$ cat src/rtl/seg_scan_drv_pkg.sv
// seg_pkg: shared constants and helpers for the 4-digit 7-segment scan driver.
//   - Active-low segment codes for decimal digits 0..9, blank and dash.
//     Bit order is {dp, g, f, e, d, c, b, a}.
//   - DP_BIT: bit position of the decimal point in a segment code.
//   - digit_idx_t: digit position 0..3, where 3 is the leftmost digit.
//   - digit_code(): maps a BCD digit to its segment code.
package seg_pkg;

   localparam logic [7:0] SEG_D0    = 8'hC0;
   localparam logic [7:0] SEG_D1    = 8'hF9;
   localparam logic [7:0] SEG_D2    = 8'hA4;
   localparam logic [7:0] SEG_D3    = 8'hB0;
   localparam logic [7:0] SEG_D4    = 8'h99;
   localparam logic [7:0] SEG_D5    = 8'h92;
   localparam logic [7:0] SEG_D6    = 8'h82;
   localparam logic [7:0] SEG_D7    = 8'hF8;
   localparam logic [7:0] SEG_D8    = 8'h80;
   localparam logic [7:0] SEG_D9    = 8'h90;
   localparam logic [7:0] SEG_BLANK = 8'hFF;
   localparam logic [7:0] SEG_DASH  = 8'hBF;

   localparam int DP_BIT = 7;

   typedef logic [1:0] digit_idx_t;

   // Codes 10..15 cannot occur for an in-range value; they map to blank.
   function automatic logic [7:0] digit_code(input logic [3:0] d);
      case (d)
         4'd0:    digit_code = SEG_D0;
         4'd1:    digit_code = SEG_D1;
         4'd2:    digit_code = SEG_D2;
         4'd3:    digit_code = SEG_D3;
         4'd4:    digit_code = SEG_D4;
         4'd5:    digit_code = SEG_D5;
         4'd6:    digit_code = SEG_D6;
         4'd7:    digit_code = SEG_D7;
         4'd8:    digit_code = SEG_D8;
         4'd9:    digit_code = SEG_D9;
         default: digit_code = SEG_BLANK;
      endcase
   endfunction

endpackage

$ cat src/rtl/seg_dec_enc.sv
// seg_dec_enc: combinational conversion of one 8-bit value into two
// active-low segment codes.
//   value     (in,  8): value to show; 0..99 is shown as two decimal digits,
//                       anything above 99 is shown as two dashes.
//   tens_code (out, 8): segment code for the tens digit.
//   ones_code (out, 8): segment code for the ones digit.
// Parameter BLANK_LZ: 1 = a tens digit of 0 is shown blank.
// The decimal point is never set here; the caller adds it where needed.
module seg_dec_enc
   import seg_pkg::*;
#(
   parameter bit BLANK_LZ = 1'b1
) (
   input  logic [7:0] value,
   output logic [7:0] tens_code,
   output logic [7:0] ones_code
);

   logic [3:0] tens;
   logic [3:0] ones;

   // Only meaningful when value <= 99, so both results fit in 4 bits.
   assign tens = 4'(value / 8'd10);
   assign ones = 4'(value % 8'd10);

   always_comb begin
      tens_code = SEG_DASH;
      ones_code = SEG_DASH;
      if (value <= 8'd99) begin
         ones_code = digit_code(ones);
         if (BLANK_LZ && (tens == 4'd0)) begin
            tens_code = SEG_BLANK;
         end else begin
            tens_code = digit_code(tens);
         end
      end
   end

endmodule

$ cat src/rtl/seg_scan_drv.sv
// seg_scan_drv: time-multiplexed driver for a 4-digit common-anode
// 7-segment display.
//   clk     (in,  1): system clock.
//   rst_n   (in,  1): synchronous active-low reset.
//   dat1    (in,  8): left value, shown on digits 3 (tens) and 2 (ones).
//   dat2    (in,  8): right value, shown on digits 1 (tens) and 0 (ones).
//   seg_out (out, 8): segment drive, active-low, {dp, g..a}.
//   sel     (out, 4): digit select, active-low one-hot, sel[3] = leftmost.
// Each digit owns a slot of SCAN_DIV cycles; the first DEAD_CYC cycles of a
// slot drive nothing so the previous digit's pattern cannot ghost onto the
// next one. The inputs are sampled only at the end of a frame (after
// digit 0), so a frame always shows one coherent pair of values.
// Outputs are registered: they reflect the slot position of the previous cycle.
module seg_scan_drv
   import seg_pkg::*;
#(
   parameter int SCAN_DIV = 50000,
   parameter int DEAD_CYC = 16,
   parameter bit BLANK_LZ = 1'b1
) (
   input  logic       clk,
   input  logic       rst_n,
   input  logic [7:0] dat1,
   input  logic [7:0] dat2,
   output logic [7:0] seg_out,
   output logic [3:0] sel
);

   localparam int CW = (SCAN_DIV > 1) ? $clog2(SCAN_DIV) : 1;

   logic [CW-1:0] cnt;
   digit_idx_t    idx;
   logic [7:0]    v1;
   logic [7:0]    v2;

   logic          wrap;
   logic          dead;
   logic [7:0]    tens1, ones1, tens2, ones2;
   logic [7:0]    code;
   logic [3:0]    sel_next;
   logic [7:0]    seg_next;

   assign wrap = (cnt == CW'(SCAN_DIV - 1));

   // With no dead time the compare would be against zero and always false.
   generate
      if (DEAD_CYC == 0) begin : g_no_dead
         assign dead = 1'b0;
      end else begin : g_dead
         assign dead = (cnt < CW'(DEAD_CYC));
      end
   endgenerate

   seg_dec_enc #(.BLANK_LZ(BLANK_LZ)) u_enc_left (
      .value     (v1),
      .tens_code (tens1),
      .ones_code (ones1)
   );

   seg_dec_enc #(.BLANK_LZ(BLANK_LZ)) u_enc_right (
      .value     (v2),
      .tens_code (tens2),
      .ones_code (ones2)
   );

   always_comb begin
      code = SEG_BLANK;
      case (idx)
         2'd3: code = tens1;
         2'd2: begin
            // Separator dot between the two pairs, lit even over a dash.
            code         = ones1;
            code[DP_BIT] = 1'b0;
         end
         2'd1: code = tens2;
         2'd0: code = ones2;
         default: code = SEG_BLANK;
      endcase

      sel_next = 4'hF;
      seg_next = SEG_BLANK;
      if (!dead) begin
         sel_next = ~(4'b0001 << idx);
         seg_next = code;
      end
   end

   always_ff @(posedge clk) begin
      if (!rst_n) begin
         cnt     <= '0;
         idx     <= 2'd3;
         v1      <= 8'd0;
         v2      <= 8'd0;
         sel     <= 4'hF;
         seg_out <= SEG_BLANK;
      end else begin
         sel     <= sel_next;
         seg_out <= seg_next;
         if (wrap) begin
            cnt <= '0;
            // 2-bit decrement gives 3->2->1->0->3 for free.
            idx <= idx - 2'd1;
            if (idx == 2'd0) begin
               v1 <= dat1;
               v2 <= dat2;
            end
         end else begin
            cnt <= cnt + CW'(1);
         end
      end
   end

endmodule
$ cat config.mk
export PLATFORM = sky130hd
export DESIGN_NAME = seg_scan_drv
export DESIGN_NICKNAME = d
export VERILOG_FILES = /design/src/rtl/seg_scan_drv_pkg.sv /design/src/rtl/seg_dec_enc.sv /design/src/rtl/seg_scan_drv.sv
export SDC_FILE = /design/constraint.sdc
export NUM_CORES = 1
export LEC_CHECK = 0
export BUFFER_PORTS_ARGS = -buffer_cell sky130_fd_sc_hd__clkbuf_2
export CORE_MARGIN = 3
export CORE_UTILIZATION = 25
export DETAILED_ROUTE_END_ITERATION = 7
export GPL_ROUTABILITY_DRIVEN = 0
export PLACE_DENSITY = 0.44
export SLEW_MARGIN = 0
export SYNTH_ARGS = -nofsm -noshare
export SYNTH_HDL_FRONTEND = slang
export SYNTH_SLANG_ARGS = --single-unit
$ cat constraint.sdc
create_clock -name clk -period 9.43 [get_ports clk]
set_input_delay 0.4715 -clock clk [delete_from_list [all_inputs] [get_ports clk]]
set_output_delay 0.4715 -clock clk [all_outputs]
set_load 0.02 [all_outputs]
Word-level counts from Yosys, hierarchy flattened
Memories as Yosys holds them, arrays and structs flattened.
Index checks and enable logic that the tools add are counted.
{ "op_classes": {"reduce_logical": 6, "div_mod_pow": 4, "n_shift": 1, "n_bitwise": 2, "magnitude_cmp": 3, "n_addsub": 2, "eq_ne": 4, "n_mux": 7} }
{ "ops": {"columns": ["operator", "count"], "rows": [
  ["2-to-1 mux 8 bit", 5],
  ["one-hot mux 8 bit (4 select lines)", 1],
  ["adder 16 x 1 -> 16 bit (second input constant)", 1],
  ["divider 8 x 4 -> 8 bit (second input constant)", 2],
  ["equality test 16 bit (second input constant)", 1],
  ["less-or-equal comparator 8 x 7 -> 1 bit (second input constant)", 2],
  ["less-than comparator 16 x 5 -> 1 bit (second input constant)", 1],
  ["modulo 8 x 4 -> 8 bit (second input constant)", 2],
  ["zero test 4 bit", 2],
  ["2-to-1 mux 7 bit", 1],
  ["equality test 2 bit (second input constant)", 2],
  ["inverter 4 bit", 1],
  ["OR reduction 2 bit", 2],
  ["left shift 1 x 2 -> 4 bit (first input constant)", 1],
  ["equality test 2 x 1 -> 1 bit (second input constant)", 1],
  ["zero test 2 bit", 1],
  ["AND reduction 2 bit", 1],
  ["subtractor 2 x 1 -> 2 bit (second input constant)", 1],
  ["inverter 1 bit", 1]
]} }
{ "word_totals": {"reg_bits": 46, "romBits": 448, "memories": 4} }
{ "memory_table": {"columns": ["name", "words", "width", "rd", "rd_ports_with_merged_regs", "write_ports", "line", "source"], "rows": [
  ["(name not given)", 16, 7, 1, 0, 0, "seg_scan_drv_pkg.sv:28", "case (d)"],
  ["(name not given)", 16, 7, 1, 0, 0, "seg_scan_drv_pkg.sv:28", null],
  ["(name not given)", 16, 7, 1, 0, 0, "seg_scan_drv_pkg.sv:28", null],
  ["(name not given)", 16, 7, 1, 0, 0, "seg_scan_drv_pkg.sv:28", null]
]} }

Depth between registers and ports, before layout
Gate-level depths: netlist (run 1).
{ "logic_depth": {"depth_word": 5, "ltp_mapped": 17, "depth_no_buf": 14} }

By module
From an unflattened synthesis (run 1), not the netlist that was laid out.
{ "hier_totals": {"hier_cells": 494, "area_unflattened_um2": 4191.5} }
{ "by_module_without_submodules": {"columns": ["mod", "cells_per_inst", "area_each_um2", "n_inst", "seq_area_each_um2"], "rows": [
  ["seg_dec_enc", 145, 1117.3, 2, 0.0],
  ["seg_scan_drv", 204, 1956.9, 1, 920.9]
]} }

Worst setup path after synthesis (run 1)
No wires, ideal clock.
{ "synth_timing": {"path_type": "register -> register", "start": "register v2[7]", "end": "register seg_out[0]", "setup_ns": 0.125, "path_slack_ns": 6.323, "synth_period_minus_slack_ns": 3.107, "stages_incl_launch_ff": 14, "t_arrival_ns": 2.982, "path_cell_list": "dfxtp_1 > buf_2 > buf_2 > clkbuf_8 > buf_2 > nand2_1 > o22ai_1 > o22ai_1 > o21ai_0 > inv_1 > ha_1 > o41ai_1 > a32oi_1 > o41a_1"} }
{ "synth_between": {"elab_chain_len": 5, "word_cells_on_any_way": 10, "cone_classes": "2 x div; 1 x order compare; 4 x mux; 1 x reduce/logical; 2 x memory"} }
{ "synth_lines": {"columns": ["item", "line", "source"], "rows": [
  ["start: declaration", "seg_scan_drv.sv:34", "logic [7:0] v2;"],
  ["start signal: assignment", "seg_scan_drv.sv:105", "v2 <= dat2;"],
  ["divider 8 x 4 -> 8 bit", "seg_dec_enc.sv:23", "assign tens = 4'(value / 8'd10);"],
  ["memory read (16 x 7 bit) / zero test 4 bit (equally long branches)", null, null],
  ["2-to-1 mux 8 bit", "seg_dec_enc.sv:31", "if (BLANK_LZ && (tens == 4'd0)) begin"],
  ["2-to-1 mux 8 bit", "seg_dec_enc.sv:29", "if (value <= 8'd99) begin"],
  ["one-hot mux 8 bit (4 select lines) *", "seg_scan_drv.sv:68", "case (idx)"],
  ["end signal: assignment", "seg_scan_drv.sv:98", "seg_out <= seg_next;"],
  ["end: declaration", "seg_scan_drv.sv:25", "output logic [7:0] seg_out,"]
]} }
Every way passes the cells marked *; elsewhere a longest branch is shown, timed or not.
A chain may end at the register's enable or synchronous reset.

Worst setup path in the final report (run 1)
{ "layout_timing": {"start": "register v2[4]", "end": "register seg_out[0]"} }
Same word-level chain as after synthesis.

==> results of run 1 <==
worst max-delay path, cell delays in order (launching register included):
cell	delay, ps
dfxtp_1	310
buf_4	300
xor2_1	440
nor2_1	80
a31oi_1	230
a22oi_1	140
o21ai_0	520
inv_1	170
ha_1	260
o41ai_1	370
a32oi_1	110
o41a_1	460
logic make-up (layout without fill, tap and decap cells):
family,count (synthesis),after routing
buf+inv,74,71
xor+xnor,26,26
flops,46,46
mux,14,14
simple gates,239,239
fa+ha+maj,29,29
compound gates,181,181
layout make-up:
class / count / area share
multi-input cells: 489 / 0.661
flip-flops and latches: 46 / 0.187
well taps: 225 / 0.0573
repair buffers: 35 / 0.0387
clock buffers: 5 / 0.0254
inverters: 28 / 0.0214
clock inverters: 3 / 0.00891
path summary, 6_finish.rpt:
check / startpoint / endpoint / slack, ps / cells after the start
worst min register to register: cnt[0] / cnt[0] / 480 / 1
worst max-delay path: v2[4] / seg_out[0] / 5890 / 11
worst min-delay path: dat1[2] / v1[2] / 410 / 3
worst max register to register: v2[4] / seg_out[0] / 5890 / 11
sequential cells by signal (all words and copies together), names as in the netlist:
name     flops
cnt         16
idx          2
seg_out      8
sel          4
v1           8
v2           8
cells in the mapped netlist, types with 9 or more instances:
cell type	count	area, um^2
nor2_1	56	210
xor2_1	16	140
dfxtp_1	46	921
nor2b_1	10	62.6
nor3_1	10	50.1
clkbuf_1	10	37.5
mux2i_1	13	130
xnor2_1	9	78.8
nand3_1	17	85.1
a21oi_1	36	180
buf_2	18	90.1
o21ai_0	29	145
nand2_1	78	293
a21boi_0	18	135
ha_1	27	338
inv_1	28	105
power breakdown:
group          total [mW]  internal, mW  switching, mW  leakage, nW
registers           0.196         0.195        0.00106        0.372
clock network       0.207         0.126         0.0812       0.0842
logic             0.00810       0.00432        0.00378         1.37
total               0.411         0.325         0.0860         1.83
layer usage:
| layer | track usage | wire [um] | vias up | part of all wire |
|---|---|---|---|---|
| li1 | - | - | 2175 | - |
| met4 | 0.0424 | 240 | 0 | 0.019 |
| met5 | 0 | 0 | - | 0 |
| met1 | 0.166 | 5850 | 2027 | 0.47 |
| met3 | 0.0142 | 304 | 14 | 0.024 |
| met2 | 0.215 | 6100 | 59 | 0.49 |
per-stage QoR:
step	worst slack [ps]	utilization	hold slack, ps	power (mW)
after CTS	5910	0.278	403	0.420
after global placement	5990	0.269	444	0.209
after global routing	5630	0.278	425	0.428
final	5890	0.278	411	0.411
after detailed placement	5940	0.269	467	0.209
after floorplan	6320	-	430	0.204
==> impl_metrics.toml, run 1 <==
[yosys]
ys_seq_elements = 46
synth.distinct_cells = 80
avgSynthCellArea_um2 = 7.54
synth_adder_area_share = 0.0780
synth_compound_area_frac = 0.280
synthesis.area_um2 = 4590
synthMuxAreaShare = 0.0308
yosysWarnings = 0
syn_inst = 609
synth_flop_cell = "dfxtp_1"
seq_area_frac_synth = 0.201
synth_nets = 654
synthSimpleGateAreaFrac = 0.268
async_reset_ff_frac = 0
synth-xor-area-share = 0.0513
synth_top_family_by_area = "compound AO/OA/AOI/OAI gates"
synth-edff-count = 0

[status]
status = "finished clean"

[clock_network]
cts.path.max_buffers = 2
cts_tree = "yes"
cts_sinks = 46
postCtsResizedCells = 0
post_cts_buffers = 0
clock_latency_ps = 290
cts_hold_buf = 0
h-tree-depth = 2
cts-buffers-inserted = 5
clockRootBuffer = "clkbuf_16"
clkTransAtPathRegs_ps = 70

[layout]
layout_commonest_cell = "nand2_1"
seq_area_um2 = 921
drive_gt1_frac = 0.112
multi_input_area_um2 = 3250
final-instance-count-excl-fill = 831
antennaDiodeCount = 0
layout_common_cells = "nand2_1 (78), nor2_1 (56), dfxtp_1 (46), a21oi_1 (36)"
fillers = 1960
fin_nets = 650
area_growth_pct = 7.14
final_area_um2 = 4920

[grt]
antenna_found_initial = 0
grt_first_pass_wirelength_um = 21100
grt_pass1_vias = 4173
grt-ovfl-total = 0
grt_max_degree = 43
grt_use_total = 0.126

[power]
peakVddDrop_mv = 0.0724
powerDensity_nw_per_um2 = 83.6
leakagePower_nw = 1.83

[floorplan]
start_util = 0.260
io_pins = 30
die-area_um2 = 20000
die_width_um = 141
die_h_um = 141
rows = 48
design.core.area_um2 = 17700

[timing]
setup_viol = 0
rsz0062_at_grt = "false"
finalSetupTns_ps = 0
period_minus_slack_ps = 3540
relSlewSlack = 0.499
skew_ps = 9.72
fmax_mhz = 283
period_share = 0.375
final_max_slew_viol_count = 0
tightest_slew_ps = 750
finalHoldViolCount = 0

[setup_path]
crit_path_max_fanout = 32
worstPathArrival_ps = 3700
worstPathRequired_ps = 9590
critPathLaunchType = "register"
crit_path_end_kind = "register"
worstSetupPathType = "reg2reg"

[placed_design]
dp.cells = 823
hpwl_um = 9220
port_buffers = 29
place_area_um2 = 4750

[route]
vias_per_cell = 5.14
via_count = 4275
routedWlPerCell_um = 15.0
ant_nets = 0
drtPass1Iterations = 4
drt_iter0_drc = 257
drc_errors = 0
routed_wl_um = 12500

[hold_path]
hold_path_class = "in2reg"

[flow_run]
drv_cap = 0
Power figures use the tool's default switching activity.
==> inputs of run 2 (changes only) <==
Clock period 9.43 ns to 3.4 ns, I/O delays scaled along.
==> run 2 against run 1 <==
- critical path depth is 1 higher
- core utilization up 1.3 points
- total power grew to 2.6 times the previous value
- hold slack got worse by 310 ps
- global-route usage is 0.65 points higher
- sequential share of layout area is 0.80 points lower
- first-iteration DRC count rose by 24%
- highest routed layer unchanged
==> impl_metrics.toml, run 2 (synthesis gave the netlist of run 1 again) <==
[layout]
area_growth_pct = 12.1
layout_commonest_cell = "nand2_1"
final_area_um2 = 5140
antennaDiodeCount = 0
fin_nets = 682
layout_common_cells = "nand2_1 (78), nor2_1 (56), dfxtp_1 (45), buf_4 (38), a21oi_1 (36)"
largest_reg_flops = 16
final-instance-count-excl-fill = 863
top_register = "cnt"
drive_gt1_frac = 0.160

[power]
p_sw_frac = 0.228
seqPwrFrac = 0.508
switchingPower_mw = 0.245
peakVddDrop_mv = 0.205
leakagePower_nw = 1.99
powerDensity_nw_per_um2 = 208
pwr-share-clk = 0.471
p_int_mw = 0.826
combPwrFrac = 0.021
total_power_mw = 1.07

[floorplan]
die_h_um = 141
io_pins = 30
die_width_um = 141
die-area_um2 = 20000
rows = 48
start_util = 0.260
design.core.area_um2 = 17700

[clock_network]
clkTransAtPathRegs_ps = 80
cts_tree = "yes"
post_cts_buffers = 0
cts.path.max_buffers = 2
h-tree-depth = 2
cts_hold_buf = 0
clockRootBuffer = "clkbuf_16"
postCtsResizedCells = 0
cts-buffers-inserted = 5
cts_sinks = 46
clock_latency_ps = 300

[setup_path]
critPathLaunchType = "register"
path_cells = "buf_4 > buf_4 > nand2_2 > o21ai_0 > a221o_1 > a21oi_1 > o21ai_1 > inv_1 > ha_1 > o41ai_1 > a32oi_1 > o41a_1"
slowest_stage = "dfxtp_1"
r2r_slack_ps = 260
worstSetupPathType = "reg2reg"
worstPathArrival_ps = 3310
max_stage_delay_ps = 580
crit_top_cell = "buf_4"
worstPathRequired_ps = 3570
crit-reg2reg-launch = "v2[5]"
crit_path_end_kind = "register"
crit_path_max_fanout = 14
r2r_end = "seg_out[0]"
rr_worst_depth = 12

[grt]
grt_pass1_vias = 4407
grt_use_total = 0.133
antenna_found_initial = 0
grt-ovfl-total = 0
grt_first_pass_wirelength_um = 22200
grt_max_degree = 32

[timing]
period_share = 0.924
finalSetupTns_ps = 0
period_minus_slack_ps = 3140
fmax_mhz = 318
setup_viol = 0
finalHoldViolCount = 0
final_max_slew_viol_count = 0
rsz0062_at_grt = "false"
skew_ps = 11.9
whs_ps = 98.8
relSlewSlack = 0.575
tightest_slew_ps = 634

[route]
via_count = 4438
ant_nets = 0
routedWlPerCell_um = 15.4
drt_iter0_drc = 319
vias_per_cell = 5.14
routed_wl_um = 13300
drc_errors = 0
drtPass1Iterations = 4

[hold_path]
hold_path_class = "in2reg"
hold_start = "dat2[1]"
min_delay_path_depth = 3
min_to = "v2[1]"

[placed_design]
port_buffers = 29
hpwl_um = 10300
dp.cells = 855
place_area_um2 = 4990

[flow_run]
drv_cap = 0

[status]
status = "finished clean"
## run 2: worst max-delay path: cells and delay by family, from the launching register on
family	cells	cell delay [ps]
simple gates	1	80
buf+inv	3	470
compound gates	7	1640
fa+ha+maj	1	240
flops	1	580
## run 2: worst max-delay path by stage
stage / depth (start not counted) / start / end
detailed placement: 12 / v2[4] / seg_out[0]
global placement: 10 / v2[4] / seg_out[0]
global route: 15 / v2[5] / seg_out[3]
CTS: 12 / v2[4] / seg_out[0]
finish: 12 / v2[5] / seg_out[0]
floorplan: 13 / v2[7] / seg_out[0]
## run 2: final cells by class
type                            instances  area [um^2]
Multi-Input combinational cell        489         3260
Clock buffer                            5          125
Fill cell                            1937        12500
Clock inverter                          3         21.3
Sequential cell                        46          922
Inverter                               28          105
Tap cell                              225          282
Timing Repair Buffer                   67          430
## run 2: power by group through the flow
stage               sequential (mW)  combinational [mW]  clock, mW
floorplan                     0.556              0.0102          0
global placement              0.556              0.0227          0
detailed placement            0.557              0.0229          0
CTS                           0.544              0.0231      0.538
global route                  0.545              0.0258      0.555
finish                        0.544              0.0223      0.504
## run 2: layer usage
layer | up-vias | part of all wire | wire length (um) | GRT usage
met1 | 2110 | 0.46 | 6050 | 0.165
met2 | 84 | 0.50 | 6650 | 0.243
met5 | - | 0 | 0 | 0
met4 | 0 | 0.016 | 208 | 0.0338
met3 | 16 | 0.027 | 354 | 0.0145
li1 | 2228 | - | - | -
## run 2: through the flow
step,setup WS (ps),utilization
after global placement,250,0.283
after detailed placement,138,0.283
after CTS,89.7,0.291
final,258,0.291
after floorplan,293,-
after global routing,5.54,0.291
